$ cat config.mk
export PLATFORM = sky130hd
export DESIGN_NAME = fetch_unit
export DESIGN_NICKNAME = d
export VERILOG_FILES = /design/src/rtl/fetch_unit.sv
export SDC_FILE = /design/constraint.sdc
export NUM_CORES = 1
export LEC_CHECK = 0
export BUFFER_PORTS_ARGS = -buffer_cell sky130_fd_sc_hd__buf_2
export CAP_MARGIN = 20
export CORE_ASPECT_RATIO = 1.75
export CORE_MARGIN = 3
export CORE_UTILIZATION = 46
export CTS_CLUSTER_SIZE = 28
export DETAILED_ROUTE_END_ITERATION = 12
export PLACE_DENSITY = 0.88
export SKIP_LAST_GASP = 1
export SYNTH_ARGS = -nofsm -noshare
export SYNTH_HDL_FRONTEND = slang
export SYNTH_SLANG_ARGS = --single-unit
$ cat constraint.sdc
create_clock -name clk -period 2 [get_ports clk]
set_input_delay 0.2 -clock clk [delete_from_list [all_inputs] [get_ports clk]]
set_output_delay 0.2 -clock clk [all_outputs]
set_load 0.01 [all_outputs]
$ cat src/rtl/fetch_unit.sv
// Instruction fetch stage: owns the PC, drives the combinational instruction
// memory address and registers the returned word into the IF/ID register.
module fetch_unit #(
  parameter logic [15:0] RESET_PC  = 16'h0000,
  parameter int          MEM_WORDS = 16,
  parameter logic [15:0] HALT_WORD = 16'hFFFF,
  parameter logic [15:0] NOP_WORD  = 16'h0000
) (
  input  logic        clk,
  input  logic        rst,
  output logic [15:0] instrAdr,
  input  logic [15:0] instrData,
  input  logic        stall,
  input  logic        branchTaken,
  input  logic [15:0] branchTarget,
  output logic [15:0] fetchInstr,
  output logic [15:0] fetchPC,
  output logic        fetchValid,
  output logic        halted,
  output logic [15:0] fetchCount
);

  localparam logic [15:0] PC_MASK = 16'(MEM_WORDS - 1);
  localparam logic [15:0] PC_RST  = RESET_PC & PC_MASK;

  typedef enum logic [1:0] {BOOT, RUN, HALT} state_t;

  state_t      state_q, state_d;
  logic [15:0] pc_q, pc_d;
  logic [15:0] instr_q, instr_d;
  logic [15:0] fpc_q, fpc_d;
  logic        vld_q, vld_d;
  logic [15:0] cnt_q, cnt_d;

  function automatic logic [15:0] wrap_pc(input logic [15:0] a);
    return a & PC_MASK;
  endfunction

  function automatic logic [15:0] sat_inc(input logic [15:0] c);
    return (c == 16'hFFFF) ? c : c + 16'd1;
  endfunction

  always_ff @(posedge clk or posedge rst) begin
    if (rst) begin
      state_q <= BOOT;
      pc_q    <= PC_RST;
      instr_q <= NOP_WORD;
      fpc_q   <= 16'h0000;
      vld_q   <= 1'b0;
      cnt_q   <= 16'h0000;
    end else begin
      state_q <= state_d;
      pc_q    <= pc_d;
      instr_q <= instr_d;
      fpc_q   <= fpc_d;
      vld_q   <= vld_d;
      cnt_q   <= cnt_d;
    end
  end

  always_comb begin
    state_d = state_q;
    pc_d    = pc_q;
    instr_d = instr_q;
    fpc_d   = fpc_q;
    vld_d   = vld_q;
    cnt_d   = cnt_q;
    unique case (state_q)
      BOOT: begin
        if (branchTaken) pc_d = wrap_pc(branchTarget);
        state_d = RUN;
      end
      RUN: begin
        // Redirect wins over stall so a taken branch is never lost.
        if (branchTaken) begin
          pc_d    = wrap_pc(branchTarget);
          vld_d   = 1'b0;
          instr_d = NOP_WORD;
        end else if (!stall) begin
          instr_d = instrData;
          fpc_d   = pc_q;
          vld_d   = 1'b1;
          cnt_d   = sat_inc(cnt_q);
          if (instrData == HALT_WORD) state_d = HALT;
          else                        pc_d    = wrap_pc(pc_q + 16'd1);
        end
      end
      HALT: begin
        if (branchTaken) begin
          pc_d    = wrap_pc(branchTarget);
          vld_d   = 1'b0;
          instr_d = NOP_WORD;
          state_d = RUN;
        end else if (!stall) begin
          vld_d   = 1'b0;
          instr_d = NOP_WORD;
        end
      end
      default: state_d = BOOT;
    endcase
  end

  assign instrAdr   = pc_q;
  assign fetchInstr = instr_q;
  assign fetchPC    = fpc_q;
  assign fetchValid = vld_q;
  assign halted     = (state_q == HALT);
  assign fetchCount = cnt_q;

endmodule
==> impl_metrics.csv <==
group,metric,value,unit
final_layout,fillerInstances,391,
sta,relSlewSlack,47.9,%
final_layout,finish.utilization,57.3,%
hold_path,worst_hold_path_type,"in2reg",
sta,max_freq,573,MHz
die,die_h,95.9,µm
pwr,power-per-cell-area,860,mW/mm²
critical_path,setup.worst_path.end_class,"flip-flop",
synthesis,synth_ff_type,"sky130_fd_sc_hd__dfrtp_1",
synthesis,ys_seq_elements,43,
die,core_area,0.00444,mm²
critical_path,timing.critical_path.from_type,"flip-flop",
clock_network,cts.htree.levels,2,
critical_path,path_class,"reg2reg",
final_layout,area_growth,19.9,%
sta,setup_violations,0,
global_routing,grt_pass1_vias,1578,
synthesis,synth_seq_area_share,50.6,%
sta,rsz0062_at_grt,"no",
status,outcome,"finished, final reports clean",
critical_path,number_of_cells_traversed_by_the_worst_register_to_register_path,4,
routing,ant_nets,0,
die,initial_utilization,47.8,%
routing,drt-total-wl,4530,µm
sta,worst_pin_slew,777,ps
sta,fin_crit_sh,87.3,%
critical_path,cp_data_required_time,2170,ps
synthesis,netlist_top_cells_area,"sky130_fd_sc_hd__dfrtp_1, sky130_fd_sc_hd__buf_4, sky130_fd_sc_hd__a22o_1",
routing,avgRoutedWirePerCell,14.3,µm
final_layout,post_layout_nets,302,
synthesis,postSynthCellCount,193,
job,cap_violations,0,
global_routing,grt_start_max_net_pins,24,
synthesis,synth_top_area_share,50.6,%
placement,dp_hpwl,3440,µm
clock_network,ctsLongestPathBuffers,2,
critical_path,timing.critical_path.cells,"and4_1 -> nand4_2 -> o31a_1 -> mux2_1",
synthesis,synth_area_per_cell,11.0,µm²
final_layout,drive_gt1_share,34.0,%
routing,firstDrtPassIters,4,
final_layout,ff_latch_area,0.00108,mm²
placement,routabilityCongestion,0.741,
synthesis,yosys_warnings,0,
synthesis,post_synth_edffs,0,
routing,routed-via-count,1668,
clock_network,clkLatencyLatePin,290,ps
synthesis,synth_common_cells,"sky130_fd_sc_hd__dfrtp_1, sky130_fd_sc_hd__buf_4, sky130_fd_sc_hd__nand2_1",
clock_network,root_buffer_selected_by_cts,"sky130_fd_sc_hd__clkbuf_8",
sta,final_hold_violation_count,0,
clock_network,numCtsBuffers,5,
clock_network,clk_pin_slew,80,ps
routing,routed_via_density,5.28,
pwr,vdd_ir_drop_max,0.921,mV
hold_path,hold_path_startpoint,"instrData[1]",
final_layout,multiInputGateArea,905,µm²
synthesis,ys_async_sr_fraction,100,%
die,number_of_primary_i_o_pins,102,
die,rows,32,
synthesis,synth_largest_area_cell,"sky130_fd_sc_hd__dfrtp_1",
clock_network,post-cts-setup-buffers,0,
critical_path,worstReg2RegStart,"fetchCount[11]",
placement,io_buffers,65,
synthesis,netlist_area,0.00213,mm²
clock_network,cts_num_sinks,43,
clock_network,tritoncts_clock_tree,"built",
critical_path,critical-path-top-delay-family,"simple AND/OR/NAND/NOR gates",
critical_path,critical_path.max_stage_delay,430,ps
hold_path,hold_path_depth,2,
critical_path,critical_path_buf_inv_count,0,
synthesis,synthMostInstantiatedCell,"sky130_fd_sc_hd__dfrtp_1",
critical_path,critPathMaxFanout,7,
critical_path,critical-path-slowest-cell,"sky130_fd_sc_hd__o31a_1",
critical_path,reg2reg_to,"fetchCount[1]",
global_routing,global_route_wire_length_before_repair,7250,µm
hold_path,hold_end,"fetchInstr[1]",
sta,final.min_clock_period,1750,ps
critical_path,cp_data_arrival_time,1920,ps
die,die_area,0.00551,mm²
routing,route.detailed.drc,0,
synthesis,yosysUniqueCellTypes,44,
routing,violation_count_after_the_first_detailed_routing_iteration,33,
sta,worst_clock_skew,5.97,ps
sta,slew_violations,0,
pwr,power.static_leakage,1.32,nW
global_routing,overflow,0,
final_layout,diodes,0,
global_routing,groute.usage.overall,17.0,%
sta,finalSetupTns,0,ps
die,die_width,57.4,µm
critical_path,timing.reg2reg.setup_slack,250,ps
global_routing,grt_antenna_before_repair,0,
-- flip-flops by register name (all words and copies together) (netlist names) --
register    count
state_q         2
fetchValid      1
instrAdr        4
fetchInstr     16
fetchPC         4
fetchCount     16
-- final cells by class --
cell class                 count  share of cell area, %
inverter                       4                  0.589
clock inverter                 1                  0.295
clock buffer                   7                   3.78
multi-input combinational    139                   35.5
sequential                    43                   42.2
timing repair buffer          71                   15.1
tap                           51                   2.50
-- metrics by stage --
step	hold WS, ps	setup WS (ps)	cells	area, µm²	total power [mW]
final	142	254	316	2550	2.19
after global routing	133	154	316	2550	2.32
after CTS	135	249	316	2550	2.23
after detailed placement	281	39.9	307	2430	1.62
after global placement	280	113	307	2430	1.60
after floorplan	340	325	216	2210	1.43
-- kinds of logic after synthesis --
group,synth area share (%)
multiplexers,2.30
adder cells (fa/ha/maj),1.18
buffers and inverters,11.2
AND/OR/NAND/NOR,14.9
other,0.176
AO/OA/AOI/OAI,14.7
flip-flops,50.6
XOR/XNOR,4.94
-- routing by layer --
layer,vias up,share of wire [%],track usage [%]
li1,784,-,-
met1,821,37,18.4
met2,58,56,31.8
met3,5,5.8,3.62
met4,0,1.3,6.19
met5,-,0,0
-- layout by cell type (no fill, tap or decap), drive strengths merged, types with 2 or more instances in the layout --
cell    count
dfrtp      43
buf        70
nand4       8
and3        3
xor2        3
ha          2
a21oi       4
nor2b       2
o22ai       2
inv         3
o21ai       5
a31oi       3
nor2        4
clkbuf      7
nand2      23
a22o       16
conb       24
mux2        4
xnor2       9
nand3      11
-- worst max-delay path by stage --
stage | from | endpoint | slack, ps | cells past startpoint
final | fetchCount[11] | fetchCount[1] | 250 | 4
after global routing | fetchCount[9] | fetchCount[1] | 150 | 4
after CTS | fetchCount[9] | fetchCount[1] | 250 | 4
after detailed placement | state_q[1] | fetchInstr[15] | 40 | 4
after global placement | state_q[1] | fetchInstr[15] | 110 | 4
after floorplan | fetchCount[9] | fetchCount[1] | 330 | 4
-- repair_timing --
item | 4_1_cts | 5_1_grt
setup endpoints to repair | 1 | 0
hold buffers | 1 | 0
resized for setup | 1 | 0
endpoints found under the hold margin | 20 | 0
-- power breakdown --
| part | switching, mW | internal, mW | leakage (nW) |
|---|---|---|---|
| clock network | 0.284 | 0.314 | 0.0505 |
| registers | 0.132 | 0.986 | 0.557 |
| logic | 0.255 | 0.222 | 0.711 |
| total | 0.671 | 1.52 | 1.32 |
No activity file was read; power rests on OpenSTA's default activity.
